--- src/rtl/corelet_ctrl.sv ---
// corelet_ctrl: sequences weight load, execute, psum drain and SFP accumulation for one corelet.
// Define CORELET_CTRL_RELU_EN to assert relu on every output write.
module corelet_ctrl #(
    parameter int ROW     = 8,
    parameter int COL     = 8,
    parameter int NIJ     = 36,
    parameter int KIJ_NUM = 9,
    parameter int ADDR_W  = 11
) (
    input  logic              clk,
    input  logic              reset,
    input  logic              start,
    input  logic              l0_full,
    input  logic              l0_ready,
    input  logic              ofifo_valid,
    output logic              xmem_rd,
    output logic [ADDR_W-1:0] xmem_addr,
    output logic              load,
    output logic              execute,
    output logic              l0_wr,
    output logic              l0_rd,
    output logic              ofifo_rd,
    output logic              accumulate,
    output logic              relu,
    output logic              pmem_wr,
    output logic              pmem_rd,
    output logic [ADDR_W-1:0] pmem_addr,
    output logic              omem_wr,
    output logic [ADDR_W-1:0] omem_addr,
    output logic              busy,
    output logic              done
);
    localparam int IW = $clog2(COL + 1);
    localparam int SW = $clog2(ROW + COL + 1);
    localparam int NW = $clog2(NIJ + 1);
    localparam int KW = $clog2(KIJ_NUM + 1);
    localparam logic [IW-1:0] I_LAST = IW'(COL - 1);
    localparam logic [IW-1:0] I_END = IW'(COL);
    localparam logic [SW-1:0] S_LAST = SW'(ROW + COL - 1);
    localparam logic [NW-1:0] N_LAST = NW'(NIJ - 1);
    localparam logic [NW-1:0] N_END = NW'(NIJ);
    localparam logic [KW-1:0] K_LAST = KW'(KIJ_NUM - 1);
    localparam logic [KW-1:0] K_END = KW'(KIJ_NUM);
    localparam logic [ADDR_W-1:0] A_NIJ = ADDR_W'(NIJ);
    localparam logic [ADDR_W-1:0] A_COL = ADDR_W'(COL);
`ifdef CORELET_CTRL_RELU_EN
    localparam logic RELU_ON = 1'b1;
`else
    localparam logic RELU_ON = 1'b0;
`endif

    typedef enum logic [3:0] {IDLE, W_WR, W_LD, W_SETTLE, X_WR, X_EX, O_DR, ACC, DONE} state_t;

    state_t state_q, state_d;
    logic [IW-1:0] i_q, i_d;
    logic [SW-1:0] s_q, s_d;
    logic [NW-1:0] k_q, k_d, m_q, m_d, o_q, o_d;
    logic [KW-1:0] j_q, j_d, kij_q, kij_d;
    logic l0_wr_q, l0_wr_d, pmem_wr_q, pmem_wr_d, acc_q, acc_d;

    always_ff @(posedge clk) begin
        if (reset) begin
            state_q   <= IDLE;
            i_q       <= '0;
            s_q       <= '0;
            k_q       <= '0;
            m_q       <= '0;
            o_q       <= '0;
            j_q       <= '0;
            kij_q     <= '0;
            l0_wr_q   <= 1'b0;
            pmem_wr_q <= 1'b0;
            acc_q     <= 1'b0;
        end else begin
            state_q   <= state_d;
            i_q       <= i_d;
            s_q       <= s_d;
            k_q       <= k_d;
            m_q       <= m_d;
            o_q       <= o_d;
            j_q       <= j_d;
            kij_q     <= kij_d;
            l0_wr_q   <= l0_wr_d;
            pmem_wr_q <= pmem_wr_d;
            acc_q     <= acc_d;
        end
    end

    always_comb begin
        state_d   = state_q;
        i_d       = i_q;
        s_d       = s_q;
        k_d       = k_q;
        m_d       = m_q;
        o_d       = o_q;
        j_d       = j_q;
        kij_d     = kij_q;
        xmem_rd   = 1'b0;
        xmem_addr = '0;
        load      = 1'b0;
        execute   = 1'b0;
        l0_rd     = 1'b0;
        ofifo_rd  = 1'b0;
        pmem_rd   = 1'b0;
        pmem_addr = '0;
        omem_wr   = 1'b0;
        omem_addr = '0;
        done      = 1'b0;
        case (state_q)
            IDLE: if (start) begin
                state_d = W_WR;
                kij_d   = '0;
                i_d     = '0;
            end
            W_WR: begin
                xmem_rd   = (i_q != I_END);
                xmem_addr = A_NIJ + ADDR_W'(kij_q) * A_COL + ADDR_W'(i_q);
                i_d       = xmem_rd ? i_q + 1'b1 : '0;
                if (!xmem_rd) state_d = W_LD;
            end
            W_LD: begin
                load  = 1'b1;
                l0_rd = 1'b1;
                i_d   = (i_q == I_LAST) ? '0 : i_q + 1'b1;
                if (i_q == I_LAST) begin
                    state_d = W_SETTLE;
                    s_d     = '0;
                end
            end
            W_SETTLE: begin
                s_d = s_q + 1'b1;
                if (s_q == S_LAST) begin
                    state_d = X_WR;
                    k_d     = '0;
                end
            end
            X_WR: begin
                xmem_addr = ADDR_W'(k_q);
                xmem_rd   = (k_q != N_END) && !l0_full;
                k_d       = (k_q == N_END) ? '0 : k_q + NW'(xmem_rd);
                if (k_q == N_END) state_d = X_EX;
            end
            X_EX: begin
                execute = l0_ready;
                l0_rd   = l0_ready;
                if (l0_ready) k_d = (k_q == N_LAST) ? '0 : k_q + 1'b1;
                if (l0_ready && k_q == N_LAST) begin
                    state_d = O_DR;
                    m_d     = '0;
                end
            end
            O_DR: begin
                // k counts accepted reads, m counts the psum writes trailing them
                ofifo_rd = (k_q != N_END) && ofifo_valid;
                k_d      = k_q + NW'(ofifo_rd);
                if (pmem_wr_q) begin
                    pmem_addr = ADDR_W'(kij_q) * A_NIJ + ADDR_W'(m_q);
                    m_d       = m_q + 1'b1;
                end
                if (pmem_wr_q && m_q == N_LAST) begin
                    state_d = (kij_q == K_LAST) ? ACC : W_WR;
                    kij_d   = (kij_q == K_LAST) ? kij_q : kij_q + 1'b1;
                    m_d     = '0;
                    k_d     = '0;
                    o_d     = '0;
                    j_d     = '0;
                    i_d     = '0;
                end
            end
            ACC: begin
                // j parks at KIJ_NUM for the trailing accumulate, then finalizes once acc_q drops
                pmem_rd   = (j_q != K_END);
                pmem_addr = pmem_rd ? ADDR_W'(j_q) * A_NIJ + ADDR_W'(o_q) : '0;
                omem_wr   = !pmem_rd && !acc_q;
                omem_addr = omem_wr ? ADDR_W'(o_q) : '0;
                j_d       = omem_wr ? '0 : j_q + KW'(pmem_rd);
                if (omem_wr) begin
                    o_d = (o_q == N_LAST) ? '0 : o_q + 1'b1;
                    if (o_q == N_LAST) state_d = DONE;
                end
            end
            DONE: begin
                done    = 1'b1;
                kij_d   = '0;
                state_d = IDLE;
            end
            default: state_d = IDLE;
        endcase
        relu       = omem_wr & RELU_ON;
        l0_wr      = l0_wr_q;
        pmem_wr    = pmem_wr_q;
        accumulate = acc_q;
        busy       = (state_q != IDLE) && (state_q != DONE);
        l0_wr_d    = xmem_rd;
        pmem_wr_d  = ofifo_rd;
        acc_d      = pmem_rd;
    end
endmodule
--- config.mk ---
export PLATFORM = sky130hd
export DESIGN_NAME = corelet_ctrl
export DESIGN_NICKNAME = d
export VERILOG_FILES = /design/src/rtl/corelet_ctrl.sv
export SDC_FILE = /design/constraint.sdc
export NUM_CORES = 1
export LEC_CHECK = 0
export ABC_AREA = 1
export BUFFER_PORTS_ARGS = -buffer_cell sky130_fd_sc_hd__buf_4
export CORE_AREA = 2 2 94 87
export DETAILED_ROUTE_END_ITERATION = 7
export DIE_AREA = 0 0 96 89
export GPL_ROUTABILITY_DRIVEN = 0
export PLACE_DENSITY_LB_ADDON = 0.2
export SYNTH_ARGS = -nofsm -noshare
export SYNTH_HDL_FRONTEND = slang
export SYNTH_SLANG_ARGS = --single-unit
--- constraint.sdc ---
create_clock -name clk -period 2.8 [get_ports clk]
set_input_delay 0.42 -clock clk [delete_from_list [all_inputs] [get_ports clk]]
set_output_delay 0.42 -clock clk [all_outputs]
set_load 0.01 [all_outputs]
Yosys cells after proc, flatten, opt, wreduce, memory -nomap -nowiden:

Cells that the tools add are included.
Widths: inputs -> output; s select.

* output and inout port bits: 46
* flip-flop bits (word level): 42

* $mul: 2
* muxes and demuxes: 51
* $add $sub $neg: 13
* eq/ne operators: 31
* reduce and logical (&&, ||, !) cells: 25

Operators by type and width (count)
* $mux 6: 13
* $mux 4: 16
* $pmux 4 s8: 1
* $eq 6x6->1 const B: 4
* $pmux 6 s2: 2
* $pmux 6 s4: 1
* $add 10x6->11: 2
* $mux 11: 2
* $ne 2x2->1 const B: 11
* $pmux 11 s2: 1
* $eq 4x3->1 const B: 5
* $add 6x1->6 const B: 3
* $pmux 9 s2: 1
* $mul 4x4->8 const B: 2
* $pmux 4 s4: 1
* $add 6x1->6: 2
* $ne 4x4->1 const B: 3
* $pmux 4 s3: 1
* $reduce_and 3->1: 4
* $reduce_bool 4->1: 3
* $pmux 5 s2: 1
* $add 8x4->9: 1
* $reduce_and 9->1: 1
* $add 4x1->4 const B: 2
* 21 further kinds: 39

Depth between registers and ports, before layout:

Gate-level depths: netlist (run 1).

* depth after elaboration: 5
* depth in mapped cells: 14

Worst setup path after synthesis (run 1):

Ideal clock, no wire load.

* kind: reg-to-output
* start point: register kij_q[0]
* end point: output pmem_addr[8]
* cell stages (with the launch flop): 10
* path buffers: 0
* arrival time: 1818 ps
* path slack: 562 ps
* cell sequence: dfxtp_1 ha_1 inv_1 fa_1 nand3b_1 nand2_1 nand2_1 nor2_1 xor2_1 o21ai_0

* cells in the longest elaborated chain, start to end: 4

RTL lines
* start, declared: line 58 `logic [KW-1:0] j_q, j_d, kij_q, kij_d;`
* start signal, assigned: line 82 `kij_q <= kij_d;`
* $mul 4x4->8: line 157 `pmem_addr = ADDR_W'(kij_q) * A_NIJ + ADDR_W'(m_q);`
* $add 10x6->11: line 157
* $mux 11: line 156 `if (pmem_wr_q) begin`
* $pmux 11 s2: line 109 `case (state_q)`
* end, declared: line 27 `output logic [ADDR_W-1:0] pmem_addr,`

No other way between the ends.

Worst setup path after layout (run 1):

Ends and elaborated chain as after synthesis.

==> results of run 1 <==
-- layout make-up --
| class | instances | area [µm²] | share of cell area, % |
|---|---|---|---|
| Clock buffer | 5 | 68.82 | 1.648 |
| Clock inverter | 3 | 45.04 | 1.078 |
| Inverter | 83 | 315.3 | 7.549 |
| Multi-Input combinational cell | 437 | 2457 | 58.84 |
| Sequential cell | 42 | 854.6 | 20.46 |
| Tap cell | 96 | 120.1 | 2.876 |
| Timing Repair Buffer | 42 | 315.3 | 7.549 |
-- critical path: cells and delay by family (launching register included) --
kind,cells,cell delay [ns]
xor gates and xnor gates,1,0.16
buffers and inverters,2,0.21
adders and majority gates,2,0.55
and+or+nand+nor,4,0.46
DFF,1,0.40
AOI/OAI and AO/OA,1,0.10
-- flip-flops by register name, indices dropped and copies added, names as in the netlist --
name	flops
pmem_wr	1
m_q	6
l0_wr	1
accumulate	1
state_q	4
j_q	4
kij_q	4
s_q	5
i_q	4
k_q	6
o_q	6
-- cells by family after synthesis --
kind of cell | Yosys count | synth area share, %
xor+xnor | 22 | 5.233
simple gates | 298 | 37.31
compound gates | 74 | 10.98
fa+ha+maj | 34 | 12.16
buf+inv | 100 | 11.38
other cells | 1 | 0.1018
flops | 42 | 22.83
-- through the flow --
stage | hold slack [ns] | util [%] | cell area, µm² | total power [mW]
floorplan | 0.4532 | - | 3712 | 1.250
global placement | 0.4708 | 54.14 | 4044 | 1.458
detailed placement | 0.4818 | 54.14 | 4044 | 1.465
CTS | 0.3838 | 55.68 | 4159 | 1.966
global route | 0.4238 | 55.91 | 4177 | 2.071
finish | 0.3894 | 55.91 | 4177 | 1.964
-- timing repair --
| item | in CTS | in global routing |
|---|---|---|
| buffers inserted | 0 | 0 |
| resized for setup | 1 | 10 |
| endpoints found under the setup margin | 1 | 1 |
-- cell usage in the layout, fill, tap and decap left out, types with 2 or more instances in the layout --
master	n
nand2_1	133
inv_1	69
nor2_1	60
nand3_1	53
buf_4	42
a21oi_1	39
dfxtp_1	35
ha_1	31
xor2_1	20
o21ai_0	19
inv_2	12
nand2_2	11
nor3_1	11
conb_1	9
nor2_2	8
o22ai_1	8
nor2_4	7
nand4_1	6
clkbuf_8	5
dfxtp_2	5
nand2_4	3
fa_1	3
a32o_1	2
xnor2_1	2
o21ai_1	2
clkinvlp_4	2
dfxtp_4	2
-- routing by layer --
layer	GRT usage (%)	up-vias
li1	-	1897
met1	31.00	1708
met2	36.43	92
met3	2.867	9
met4	5.974	0
met5	0	-
-- report_power, final --
part / internal, mW / switching (mW) / total, mW
registers: 0.629 / 0.0357 / 0.665
logic: 0.251 / 0.545 / 0.796
clock network: 0.266 / 0.238 / 0.504
-- final timing paths --
path	start	to	slack, ns	cells after the start
worst max-delay path	kij_q[0]	pmem_addr[8]	0.17	10
worst min-delay path	ofifo_valid	pmem_wr	0.39	3
worst max register to register	k_q[1]	k_q[4]	0.57	13
worst min register to register	s_q[1]	s_q[1]	0.49	2
==> results.ini, run 1 <==
[grt]
first_global_vias = 3268
grt_pass1_wl_mm = 15.01
antenna_found_initial = 0
grt_max_degree = 29
grt-ovfl-total = 0
grt_usage_pct = 22.27

[timing]
finalWorstSetupSlack_ns = 0.1700
period_minus_slack_ns = 2.630
fmax_mhz = 380.2
drv_slew = 0
skew_ns = 0.009069
finalSetupViolations = 0
rsz0062_at_grt = false
finalSetupTns_ns = 0
final_hold_viol_count = 0
timing.final.crit_share_pct = 93.93

[detailed_routing]
dr.pass1.iters = 4
drc = 0
drt_wl_total_mm = 9.198
met3_length_um = 352
top_layer_used = met4
wl_per_cell_um = 12.99
wl_met2_mm = 4.195
vias_per_cell = 5.234
final_antenna_net_count = 0
vias = 3706
wl_met1_mm = 4.566
initialDrtViolationCount = 235

[power_and_ir_drop]
p_leak_nw = 2.018
p_per_area_nw_per_um2 = 470.2
irDropWorstVdd_mv = 0.4403

[worst_setup_path]
critPathKind = reg -> out
path_cells = ha_1 > inv_1 > fa_1 > nand3b_1 > nand2_1 > nand2_1 > nor2_2 > xor2_1 > o21ai_0 > buf_4
worstPathMaxFanout = 8
crit_top_cell = nand2_1
worstPathRequired_ns = 2.38
worstSetupStartpointType = flip-flop
worstPathArrival_ns = 2.21
cpPeakStageDelay_ns = 0.40
crit_path_end_kind = primary output
crit_path_top_delay_cell = dfxtp_4

[clock_tree]
cts_tree = built
clkSinkCount = 42
htree_levels = 2
hold_buffers = 0
cts_buffer_depth = 2
cts.clk_slew.worst_paths_ns = 0.09
numCtsBuffers = 5
cts-root-buf = clkbuf_8
clk_latency_ns = 0.31

[yosys]
yosysWarningCount = 0
synth_top_flop_cell = dfxtp_1
syn_avg_cell_area_um2 = 6.449
synth-seq-cells = 42
synth_top_cell_area_share_pct = 22.83
yosysMostFrequentCell = nand2_1
synth_top_area_cell = dfxtp_1
synth-seq-area-share_pct = 22.83
synth_commonest_cells = 133 x nand2_1, 69 x inv_1, 62 x nor2_1
synth_cell_type_count = 38
synth_edf_count = 0
synthTopCellsByArea = dfxtp_1 23%, nand2_1 14%, ha_1 11%
async_reset_ff_share_pct = 0
synth_area_um2 = 3682
synth_cells = 571

[floorplan]
die_area_um2 = 8544
pin_count = 52
die-width_um = 96
row_count = 30
fp.coreArea_um2 = 7470
initial_core_util_pct = 49.30
die_h_um = 89

[outcome]
status = completed

[run]
maxCapViolCount = 0

[layout]
drive_above_1_share_pct = 17.16
syn2layout_area_growth_pct = 13.42
final_cells = 708
fillCellCount = 731
antennaDiodeCount = 0
fin_nets = 651

[placement]
dp_cells = 700
pre_cts_ws_ns = 0.3379
dpl.hpwl_mm = 7.113
portBuffers = 42

[worst_hold_path]
hold_class = in -> reg

(Power assumes the default switching activity.)
==> run 2: changes to the inputs <==
==> constraint.sdc (replaced) <==
create_clock -name clk -period 2.8 [get_ports clk]
set_input_delay 0.7 -clock clk [delete_from_list [all_inputs] [get_ports clk]]
set_output_delay 0.7 -clock clk [all_outputs]
set_load 0.01 [all_outputs]
==> run 2 against run 1 <==
  * The flow now finishes with violations (negative setup slack)
  * Clock-buffer cell count is the same
  * First-iteration DRC count grew 28%
  * Sequential power about the same
  * Critical endpoint unchanged
  * Largest cell class unchanged
==> results.ini, run 2 (synthesis gave the netlist of run 1 again) <==
[detailed_routing]
vias_per_cell = 5.299
wl_per_cell_um = 13.50
initialDrtViolationCount = 301
drt_wl_total_mm = 9.745
vias = 3826
dr.pass1.iters = 5
final_antenna_net_count = 0
drc = 0

[power_and_ir_drop]
power_mw = 1.965
p_sw_uw = 818.9
p_per_area_nw_per_um2 = 448.0
p_seq_share_pct = 33.9
irDropWorstVdd_mv = 0.4435
pwr-share-comb_pct = 40.7
p_sw_share_pct = 41.67
p_int_mw = 1.147
clkPwrFrac_pct = 25.5
p_leak_nw = 2.076

[layout]
fillCellCount = 714
drive_above_1_share_pct = 22.04
mostFrequentLayoutCells = 129 x nand2_1, 67 x inv_1, 60 x nor2_1
syn2layout_area_growth_pct = 19.13
fin_nets = 665
layout_commonest_cell = nand2_1
antennaDiodeCount = 0
final_cell_area_um2 = 4387
top_regs = k_q x6, m_q x6, o_q x6

[timing]
skew_ns = 0.009318
finalSetupViolations = 1
fmax_mhz = 352.2
timing.final.crit_share_pct = 101.4
finalSetupTns_ns = -0.03958
drv_slew = 0
final_hold_viol_count = 0
period_minus_slack_ns = 2.840
finalWorstSetupSlack_ns = -0.03958
rsz0062_at_grt = true

[floorplan]
die_area_um2 = 8544
fp.coreArea_um2 = 7470
pin_count = 52
initial_core_util_pct = 49.30
row_count = 30
die_h_um = 89
die-width_um = 96

[clock_tree]
cts-root-buf = clkbuf_8
numCtsBuffers = 5
hold_buffers = 0
htree_levels = 2
cts_buffer_depth = 2
clkSinkCount = 42
cts_tree = built
clk_latency_ns = 0.32
cts.clk_slew.worst_paths_ns = 0.09

[worst_setup_path]
worstPathRequired_ns = 2.10
critPathKind = reg -> out
crit_path_end_kind = primary output
worstPathArrival_ns = 2.14
worstSetupStartpointType = flip-flop
worstPathMaxFanout = 3

[grt]
grt-ovfl-total = 0
grt_pass1_wl_mm = 15.37
first_global_vias = 3310
grt_usage_pct = 22.99
grt_max_degree = 29
antenna_found_initial = 0

[placement]
dpl.hpwl_mm = 7.316
portBuffers = 42
placed_cell_area_um2 = 4111
pre_cts_ws_ns = 0.1501

[run]
maxCapViolCount = 0

[outcome]
status = complete, but fails checks
violations = negative setup slack

[worst_hold_path]
hold_class = reg -> reg

[run 2: cell types whose count changed in the layout (fill, tap and decap cells not counted), moves of 3 or more]
cell,before,now
nand2_2,11,15
buf_4,42,56
ha_1,31,23
nand2_1,133,129
ha_2,0,3
ha_4,0,5
[run 2: critical path, stage by stage (launching register included)]
cell and delay, ns:
dfxtp_4 0.37, ha_2 0.18, inv_1 0.06, fa_2 0.38
nand3b_1 0.19, nand2_2 0.10, nand2_2 0.06, nor2_2 0.11
xor2_1 0.15, o21ai_1 0.07, buf_4 0.14
[run 2: repair_timing]
| item | in CTS | in global routing |
|---|---|---|
| buffers inserted | 0 | 5 |
| resized for setup | 13 | 22 |
| endpoints found under the setup margin | 3 | 4 |
| pin swaps | 0 | 12 |
[run 2: final timing paths]
kind | from | cells after the start | slack (ns) | to
worst min-delay path | s_q[1] | 2 | 0.49 | s_q[1]
worst min register to register | s_q[1] | 2 | 0.49 | s_q[1]
worst max-delay path | kij_q[0] | 10 | -0.04 | pmem_addr[8]
worst max register to register | k_q[0] | 13 | 0.57 | k_q[4]
[run 2: power by group through the flow]
stage                     combinational [mW]  clock [mW]  sequential (mW)
after detailed placement               0.787           0            0.680
after global placement                 0.781           0            0.679
after floorplan                        0.574           0            0.676
final                                  0.799       0.501            0.665
after global routing                   0.882       0.533            0.670
after CTS                              0.791       0.505            0.664
[run 2: cell type report]
type | instances | area [µm²] | area share [%]
clock inverter | 3 | 40.04 | 0.9127
inverter | 83 | 315.3 | 7.188
timing repair buffer | 56 | 420.4 | 9.584
multi-input combinational | 437 | 2565 | 58.47
clock buffer | 5 | 68.82 | 1.569
tap | 96 | 120.1 | 2.738
sequential | 42 | 857.1 | 19.54
[run 2: per-stage QoR]
stage,util (%),cells,hold WS [ns]
2_1_floorplan,-,579,0.4532
3_3_place_gp,55.04,709,0.4724
3_5_place_dp,55.04,709,0.4818
4_1_cts,57.04,717,0.4954
5_1_grt,58.73,722,0.5147
6_report,58.73,722,0.4897
[run 2: routing by layer]
layer / part of all wire, % / vias to the layer above / GRT usage [%]
li1: - / 1925 / -
met1: 46 / 1763 / 30.53
met2: 47 / 130 / 38.07
met3: 5.6 / 8 / 4.300
met4: 0.97 / 0 / 6.883
met5: 0 / - / 0
